**config.mk**
```make
export PLATFORM = sky130hd
export DESIGN_NAME = mem_burst_master
export DESIGN_NICKNAME = d
export VERILOG_FILES = /design/src/rtl/mem_pkg.sv /design/src/rtl/mem_burst_master.sv
export SDC_FILE = /design/constraint.sdc
export NUM_CORES = 1
export LEC_CHECK = 0
export BUFFER_PORTS_ARGS = -buffer_cell sky130_fd_sc_hd__buf_4
export CAP_MARGIN = 20
export CELL_PAD_IN_SITES_DETAIL_PLACEMENT = 0
export CELL_PAD_IN_SITES_GLOBAL_PLACEMENT = 1
export CORE_UTILIZATION = 34
export DETAILED_ROUTE_END_ITERATION = 10
export MAX_ROUTING_LAYER = met4
export PLACE_DENSITY_LB_ADDON = 0.1
export SLEW_MARGIN = 40
export SYNTH_ARGS = -nofsm -noshare
export SYNTH_HDL_FRONTEND = slang
export SYNTH_SLANG_ARGS = --single-unit
```
**constraint.sdc**
```tcl
create_clock -name clk -period 1.9 [get_ports clk]
set_clock_uncertainty 0.05 [all_clocks]
set_input_delay 0 -clock clk [delete_from_list [all_inputs] [get_ports clk]]
set_output_delay 0 -clock clk [all_outputs]
set_load 0.1 [all_outputs]
```
**src/rtl/mem_pkg.sv**
```systemverilog
// Shared definitions for the RAM burst initiator: default widths and FSM states.
// RAM-side handshake naming: mem_available (request pulse, one cycle per word),
// mem_output_available (completion level from RAM, edge-detected by the master),
// mem_address / mem_write / mem_read / mem_we.
package mem_pkg;

    localparam int MEM_ADDR_W  = 14;
    localparam int MEM_DATA_W  = 32;
    localparam int MEM_LEN_W   = 8;
    localparam int MEM_TIMEOUT = 16;

    typedef enum logic [1:0] {
        ST_IDLE  = 2'd0,
        ST_ISSUE = 2'd1,
        ST_WAIT  = 2'd2,
        ST_GAP   = 2'd3
    } state_e;

endpackage

```
**src/rtl/mem_burst_master.sv**
```systemverilog
// Burst initiator for the single-port RAM wrapper: one word transaction at a
// time, incrementing address, completion on the RAM's rising completion level,
// per-word timeout with sticky error.
module mem_burst_master
    import mem_pkg::*;
#(
    parameter int ADDR_W  = MEM_ADDR_W,
    parameter int DATA_W  = MEM_DATA_W,
    parameter int LEN_W   = MEM_LEN_W,
    parameter int TIMEOUT = MEM_TIMEOUT
) (
    input  logic              clk,
    input  logic              rst_n,
    input  logic              req_valid,
    output logic              req_ready,
    input  logic              req_we,
    input  logic [ADDR_W-1:0] req_addr,
    input  logic [LEN_W-1:0]  req_len,
    input  logic              wr_valid,
    input  logic [DATA_W-1:0] wr_data,
    output logic              wr_ready,
    output logic              rd_valid,
    output logic [DATA_W-1:0] rd_data,
    output logic              done,
    output logic              err,
    output logic [ADDR_W-1:0] mem_address,
    output logic [DATA_W-1:0] mem_write,
    output logic              mem_we,
    output logic              mem_available,
    input  logic [DATA_W-1:0] mem_read,
    input  logic              mem_output_available
);

    localparam int TO_W = $clog2(TIMEOUT + 1);
    // Last WAIT cycle index before abort; counter starts at 0 on WAIT entry.
    localparam logic [TO_W-1:0] TO_LAST = TO_W'(TIMEOUT - 1);

    state_e            state, state_nxt;
    logic [ADDR_W-1:0] addr_q;
    logic [LEN_W-1:0]  rem_q;
    logic              we_q;
    logic [TO_W-1:0]   to_cnt;
    logic              oa_q;

    logic accept;
    logic issue_go;
    logic cmpl;
    logic to_hit;
    logic last_word;

    // Gate ready with reset so the host never sees ready while reset is held.
    assign req_ready   = rst_n && (state == ST_IDLE);
    assign accept      = req_valid && req_ready;
    assign wr_ready    = (state == ST_ISSUE) && we_q && wr_valid;
    // Reads issue immediately; writes wait for a data word.
    assign issue_go    = (state == ST_ISSUE) && (!we_q || wr_valid);
    // Only a low->high transition counts, so a level left high is ignored.
    assign cmpl        = (state == ST_WAIT) && mem_output_available && !oa_q;
    // Completion wins over expiry in the same cycle.
    assign to_hit      = (state == ST_WAIT) && !cmpl && (to_cnt == TO_LAST);
    assign last_word   = (rem_q == '0);
    assign mem_address = addr_q;
    assign mem_we      = we_q;

    // State register.
    always_ff @(posedge clk or negedge rst_n) begin
        if (!rst_n) state <= ST_IDLE;
        else        state <= state_nxt;
    end

    // Next-state logic.
    always_comb begin
        state_nxt = state;
        unique case (state)
            ST_IDLE:  if (accept)   state_nxt = ST_ISSUE;
            ST_ISSUE: if (issue_go) state_nxt = ST_WAIT;
            ST_WAIT: begin
                if (cmpl)        state_nxt = last_word ? ST_IDLE : ST_GAP;
                else if (to_hit) state_nxt = ST_IDLE;
            end
            ST_GAP:   state_nxt = ST_ISSUE;
            default:  state_nxt = ST_IDLE;
        endcase
    end

    // Burst datapath: request latch, RAM strobe, read return, timeout, error.
    always_ff @(posedge clk or negedge rst_n) begin
        if (!rst_n) begin
            addr_q        <= '0;
            rem_q         <= '0;
            we_q          <= 1'b0;
            to_cnt        <= '0;
            oa_q          <= 1'b0;
            mem_available <= 1'b0;
            mem_write     <= '0;
            rd_valid      <= 1'b0;
            rd_data       <= '0;
            done          <= 1'b0;
            err           <= 1'b0;
        end else begin
            mem_available <= 1'b0;
            rd_valid      <= 1'b0;
            done          <= 1'b0;
            oa_q          <= mem_output_available;
            unique case (state)
                ST_IDLE: begin
                    if (accept) begin
                        addr_q <= req_addr;
                        rem_q  <= req_len;
                        we_q   <= req_we;
                        err    <= 1'b0;
                    end
                end
                ST_ISSUE: begin
                    if (issue_go) begin
                        mem_available <= 1'b1;
                        to_cnt        <= '0;
                        if (we_q) mem_write <= wr_data;
                    end
                end
                ST_WAIT: begin
                    if (cmpl) begin
                        if (!we_q) begin
                            rd_data  <= mem_read;
                            rd_valid <= 1'b1;
                        end
                        if (last_word) begin
                            done <= 1'b1;
                        end else begin
                            addr_q <= addr_q + ADDR_W'(1);
                            rem_q  <= rem_q - LEN_W'(1);
                        end
                    end else if (to_hit) begin
                        err  <= 1'b1;
                        done <= 1'b1;
                    end else begin
                        to_cnt <= to_cnt + TO_W'(1);
                    end
                end
                default: ;
            endcase
        end
    end

endmodule
```
==> flow_summary_export.csv, run 1 <==
group,metric,value,unit
outcome,violations,"setup timing",
finish,instances_no_fill,862,
cts,clk_pin_slew,0.07,ns
global_route,grtUsageMet2,33.7,%
critical_path,path_class,"reg2reg",
synthesis,ys_warn_count,0,
die,start_util,35.4,%
cts,cts-root-buf,"clkbuf_16",
timing,fin_crit_sh,102,%
critical_path,crit_buf_inv,2,
critical_path,path_delay_family,"simple AND/OR/NAND/NOR gates",
drt,wl,14400,um
die,die_w,118,um
finish,utilization,63.4,%
min_path,min_path_type,"in2reg",
global_route,grt_max_degree,80,
critical_path,cp_max_fo,15,
critical_path,endpoint_kind,"flip-flop",
outcome,outcome,"finished with violations",
placement,place_area,6390,um^2
finish,layout_common_cells,"buf_4 (211), dlygate4sd3_1 (88), dfrtp_1 (86)",
placement,gp_congestion,0.800,
global_route,grt.busiest_layer,"met2",
global_route,use_met3,3.15,%
timing,finalWorstSetupSlack,-0.0408,ns
synthesis,ys_types,63,
global_route,grt_pass1_wl,21700,um
cts,htree_levels,3,
critical_path,cp_data_arrival_time,2.16,ns
drt,wl_per_cell,16.7,um
die,die_area,13800,um^2
cts,clk_path_buf_depth,2,
finish,multi_input_comb_area,2230,um^2
timing,max_slew_margin,51.9,%
finish,drive_above_1_share,48.7,%
placement,place_hpwl,8570,um
finish,regArea,2490,um^2
synthesis,syn_avg_cell_area,12.2,um^2
cts,numCtsBuffers,9,
timing,fmax,0.515,GHz
cts,cts_tree,"built",
finish,area_delta_synth_final,79.1,%
finish,nFillCells,1056,
die,core-area,12800,um^2
die,die_y,118,um
synthesis,synthesis.nets,473,
synthesis,netlist_instances,373,
timing,drv_slew,0,
timing,setup_violations,10,
critical_path,crit_path_max_incr_delay,0.50,ns
global_route,grt_pass1_vias,4371,
global_route,antenna_found_initial,0,
critical_path,start_kind,"flip-flop",
drt,drt_iter0_markers,223,
timing,worstMarginPinSlew,0.722,ns
drt,drc_errors,0,
drt,postRouteAntennaNets,0,
synthesis,synth_edf_count,0,
die,rows,41,
global_route,grt_usage,20.4,%
global_route,grt-ovfl-total,0,
finish,final_common_cell,"buf_4",
finish,fin_area,8140,um^2
timing,period_minus_slack,1.94,ns
critical_path,crit_slowest_cell,"or4b_4",
finish,nets,785,
job,drv_cap,0,
synthesis,synth_ff_type,"dfrtp_1",
cts,cts_sinks,99,
global_route,globalRouteMet1Util,24.6,%
placement,io_buffers,176,
finish,insertedDiodeCount,0,
critical_path,required,2.12,ns
drt,first_pass_iters,4,
placement,dpl.cell_count,740,
timing,rsz0062_at_grt,"true",
cts,insertion_delay,0.35,ns
drt,vias_per_cell,4.94,
synthesis,synthArstFlopShare,100,%
synthesis,synth_seq_area_share,54.5,%
critical_path,path_cells,"inv_1 -> ha_1 -> or4b_4 -> o211a_4 -> buf_12 -> and4_1 -> nor3_2",
timing,finalHoldViolations,0,
synthesis,ys_ff_latch,99,
die,pin_count,177,
synthesis,synthesis.area,4540,um^2
drt,num_vias,4259,
==> cells by family after synthesis <==
group	synth area share (%)
and+or+nand+nor	14.1
DFF	54.5
muxes	16.6
AOI/OAI and AO/OA	9.50
buffers and inverters	3.14
adders and majority gates	2.20
==> registers in the layout, summed over array words and instances (netlist names) <==
register / count
rd_valid: 1
mem_we: 1
done: 1
rem_q: 8
mem_address: 14
mem_available: 1
err: 1
to_cnt: 5
state: 2
rd_data: 32
mem_write: 32
oa_q: 1
==> per-stage QoR <==
step / hold slack, ns / worst slack (ns) / setup TNS [ns]
floorplan: -0.346 / -0.0518 / -0.0518
global placement: -0.00429 / -0.0592 / -0.392
detailed placement: 0.00432 / -0.116 / -1.17
CTS: 0.00131 / -0.0751 / -0.392
global route: 0.0109 / -0.113 / -3.16
finish: 0.0153 / -0.0408 / -0.231
==> routing by layer <==
metal  routed length, um  share of wire, %  vias up
li1                    -                 -     2016
met4                 299               2.1        0
met5                   0                 0        -
met3                 606               4.2       22
met1                6260                43     2092
met2                7240                50      129
==> final cells by class <==
type | count | area share, %
clock buffer | 10 | 2.94
clock inverter | 6 | 0.769
timing repair buffer | 321 | 35.0
multi-input combinational | 241 | 27.4
inverter | 13 | 0.600
tap | 172 | 2.64
sequential | 99 | 30.6
==> worst reg2reg max path, delay by kind of cell, from the launching register on <==
| kind | cells | cell delay, ns |
|---|---|---|
| AO/OA/AOI/OAI | 1 | 0.27 |
| adder cells (fa/ha/maj) | 1 | 0.14 |
| buffers and inverters | 2 | 0.24 |
| flip-flops | 1 | 0.38 |
| AND/OR/NAND/NOR | 3 | 0.79 |
==> what timing repair did <==
item                                   4_1_cts  5_1_grt
hold buffers                                88        0
setup endpoints to repair                   24       89
buffers inserted                             6        8
endpoints found under the hold margin      186        0
gates cloned                                 1        3
pin swaps                                    7        6
gates resized for setup                     21       55
==> Yosys cell counts (3+ instances only) <==
master | instances | area [um^2]
dfrtp_1 | 99 | 2480
mux2_1 | 62 | 698
nand3_1 | 22 | 110
nor2_1 | 17 | 63.8
nor3_1 | 17 | 85.1
nand2_1 | 13 | 48.8
inv_1 | 12 | 45.0
clkbuf_1 | 11 | 41.3
ha_1 | 8 | 100
a21oi_1 | 7 | 35.0
nand4_1 | 7 | 43.8
buf_2 | 6 | 30.0
o21ai_1 | 6 | 30.0
and4_1 | 4 | 35.0
nor4_1 | 4 | 25.0
o211ai_1 | 4 | 30.0
o32ai_1 | 4 | 35.0
a22o_1 | 3 | 26.3
mux2_2 | 3 | 33.8
nand4b_1 | 3 | 26.3
nor3_2 | 3 | 30.0
==> final timing paths <==
| check | depth (start not counted) | slack [ns] | from | end |
|---|---|---|---|---|
| worst max-delay path | 7 | -0.04 | rem_q[1]$_DFFE_PN0P_ | mem_address[11]$_DFFE_PN0P_ |
| worst min-delay path | 4 | 0.02 | req_len[6] | rem_q[6]$_DFFE_PN0P_ |
| worst max register to register | 7 | -0.04 | rem_q[1]$_DFFE_PN0P_ | mem_address[11]$_DFFE_PN0P_ |
| worst min register to register | 1 | 0.45 | mem_write[16]$_DFFE_PN0P_ | mem_write[16]$_DFFE_PN0P_ |
| max in group asynchronous | 3 | 0.91 | rst_n | mem_address[11]$_DFFE_PN0P_ |
| min in group asynchronous | 3 | 0.21 | rst_n | rem_q[0]$_DFFE_PN0P_ |
Power of run 1 is not shown: default switching activity piles up to over one toggle a cycle in this logic, so the estimate is an artifact.
==> run 2, diff against run 1 <==
Settings changed: CORE_ASPECT_RATIO set to 1.2.
==> run 2 against run 1 <==
Routed wire length decreased by 4.0%; the run still ends with setup timing left; first-iteration DRC count is 49% lower; via count decreased by 0.96%; critical endpoint unchanged; core utilization decreased by 1.8 points; die area about the same; critical path type unchanged.
==> flow_summary_export.csv, run 2 (synthesis gave the netlist of run 1 again) <==
group,metric,value,unit
outcome,outcome,"finished with violations",
outcome,violations,"setup timing",
job,drv_cap,0,
timing,fin_hold_ws,0.0249,ns
finish,nets,782,
drt,postRouteAntennaNets,0,
critical_path,required,2.11,ns
finish,utilization,61.6,%
finish,layout_common_cells,"buf_4 (215), dlygate4sd3_1 (89), dfrtp_1 (86)",
placement,dpl.cell_count,734,
cts,numCtsBuffers,9,
global_route,grt_pass1_wl,21600,um
min_path,min-delay-start,"req_addr[12]",
die,core-area,12800,um^2
critical_path,start_kind,"flip-flop",
global_route,antenna_found_initial,0,
drt,num_vias,4218,
global_route,grt_max_degree,53,
placement,gp_congestion,0.833,
die,rows,45,
die,die_y,129,um
cts,cts_tree,"built",
timing,fin_crit_sh,101,%
finish,area_delta_synth_final,74.2,%
critical_path,cp_max_fo,5,
cts,cts_sinks,99,
drt,drc_errors,0,
finish,regArea,2490,um^2
critical_path,endpoint_kind,"flip-flop",
timing,drv_slew,0,
timing,fin_tns_setup,-0.135,ns
drt,wl_per_cell,16.2,um
cts,clk_pin_slew,0.07,ns
timing,fmax,0.519,GHz
die,start_util,35.4,%
timing,rsz0062_at_grt,"true",
global_route,grt_usage,20.9,%
timing,setup_violations,10,
drt,wl,13800,um
critical_path,r2r.worst_path.cells,7,
timing,worstMarginPinSlew,0.499,ns
timing,max_slew_margin,66.7,%
cts,insertion_delay,0.34,ns
finish,multi_input_comb_area,2130,um^2
critical_path,path_class,"reg2reg",
timing,period_minus_slack,1.93,ns
die,die_area,13800,um^2
global_route,grt_pass1_vias,4283,
min_path,min_to,"mem_address[12]$_DFFE_PN0P_",
cts,clk_path_buf_depth,2,
placement,io_buffers,176,
finish,final_common_cell,"buf_4",
finish,instances_no_fill,851,
global_route,grt-ovfl-total,0,
min_path,min_path_type,"in2reg",
finish,drive_above_1_share,45.1,%
drt,vias_per_cell,4.96,
placement,place_hpwl,9060,um
cts,cts-root-buf,"clkbuf_16",
timing,finalWorstSetupSlack,-0.0269,ns
timing,finalHoldViolations,0,
critical_path,cp_data_arrival_time,2.13,ns
drt,first_pass_iters,4,
drt,drt_iter0_markers,114,
min_path,min_path_cells,4,
critical_path,reg2reg_from,"rem_q[1]$_DFFE_PN0P_",
critical_path,rr_endpoint,"mem_address[11]$_DFFE_PN0P_",
cts,htree_levels,3,
die,pin_count,177,
critical_path,reg2reg_setup_slack,-0.03,ns
finish,nFillCells,1044,
finish,insertedDiodeCount,0,
die,die_w,108,um
==> run 2: cell types whose count changed in the layout (fill, tap and decap cells not counted), sizes merged <==
cell | previous run | this run
buf | 230 | 228
bufbuf | 1 | 0
clkbuf | 12 | 10
clkinv | 4 | 2
clkinvlp | 0 | 1
dlygate4sd3 | 88 | 89
inv | 14 | 16
==> run 2: what timing repair did <==
action | in CTS | in global routing
endpoints found under the hold margin | 135 | 0
setup endpoints to repair | 17 | 93
hold buffers | 89 | 0
cloned | 2 | 1
pin swaps | 6 | 14
gates resized for setup | 12 | 39
setup buffers | 3 | 6
==> run 2: worst max path at each step <==
stage,startpoint,to,cells after the start
CTS,rem_q[0]$_DFFE_PN0P_,mem_address[11]$_DFFE_PN0P_,7
global placement,rem_q[0]$_DFFE_PN0P_,mem_address[7]$_DFFE_PN0P_,7
global route,rem_q[1]$_DFFE_PN0P_,rem_q[6]$_DFFE_PN0P_,9
floorplan,mem_we$_DFFE_PN0P_,wr_ready,3
detailed placement,rem_q[0]$_DFFE_PN0P_,mem_address[7]$_DFFE_PN0P_,7
finish,rem_q[1]$_DFFE_PN0P_,mem_address[11]$_DFFE_PN0P_,7
==> run 2: worst max-delay path, stage by stage (launching register included) <==
cell,delay (ns)
dfrtp_1,0.39
inv_2,0.07
ha_2,0.15
or4b_4,0.48
o211a_4,0.28
buf_6,0.14
and4_1,0.19
nor3_2,0.10
==> run 2: area by class of cell <==
type	instances	area share, %
Clock buffer	9	2.85
Multi-Input combinational cell	241	26.9
Timing Repair Buffer	318	34.5
Inverter	13	0.617
Clock inverter	7	1.08
Tap cell	164	2.59
Sequential cell	99	31.5
==> run 2: per-layer routing <==
| metal | wire length (um) | vias up | track usage [%] |
|---|---|---|---|
| met2 | 7190 | 140 | 36.2 |
| met1 | 5730 | 2047 | 24.0 |
| met3 | 639 | 19 | 2.48 |
| li1 | - | 2012 | - |
| met4 | 269 | 0 | 9.59 |
| met5 | 0 | - | - |
==> run 2: per-stage QoR <==
stage | instance area, um^2 | worst slack [ns]
2_1_floorplan | 4600 | -0.0518
3_3_place_gp | 6350 | -0.0197
3_5_place_dp | 6350 | -0.0508
4_1_cts | 7670 | -0.0206
5_1_grt | 7910 | -0.142
6_report | 7910 | -0.0269
Power of run 2 is left out for the same reason.
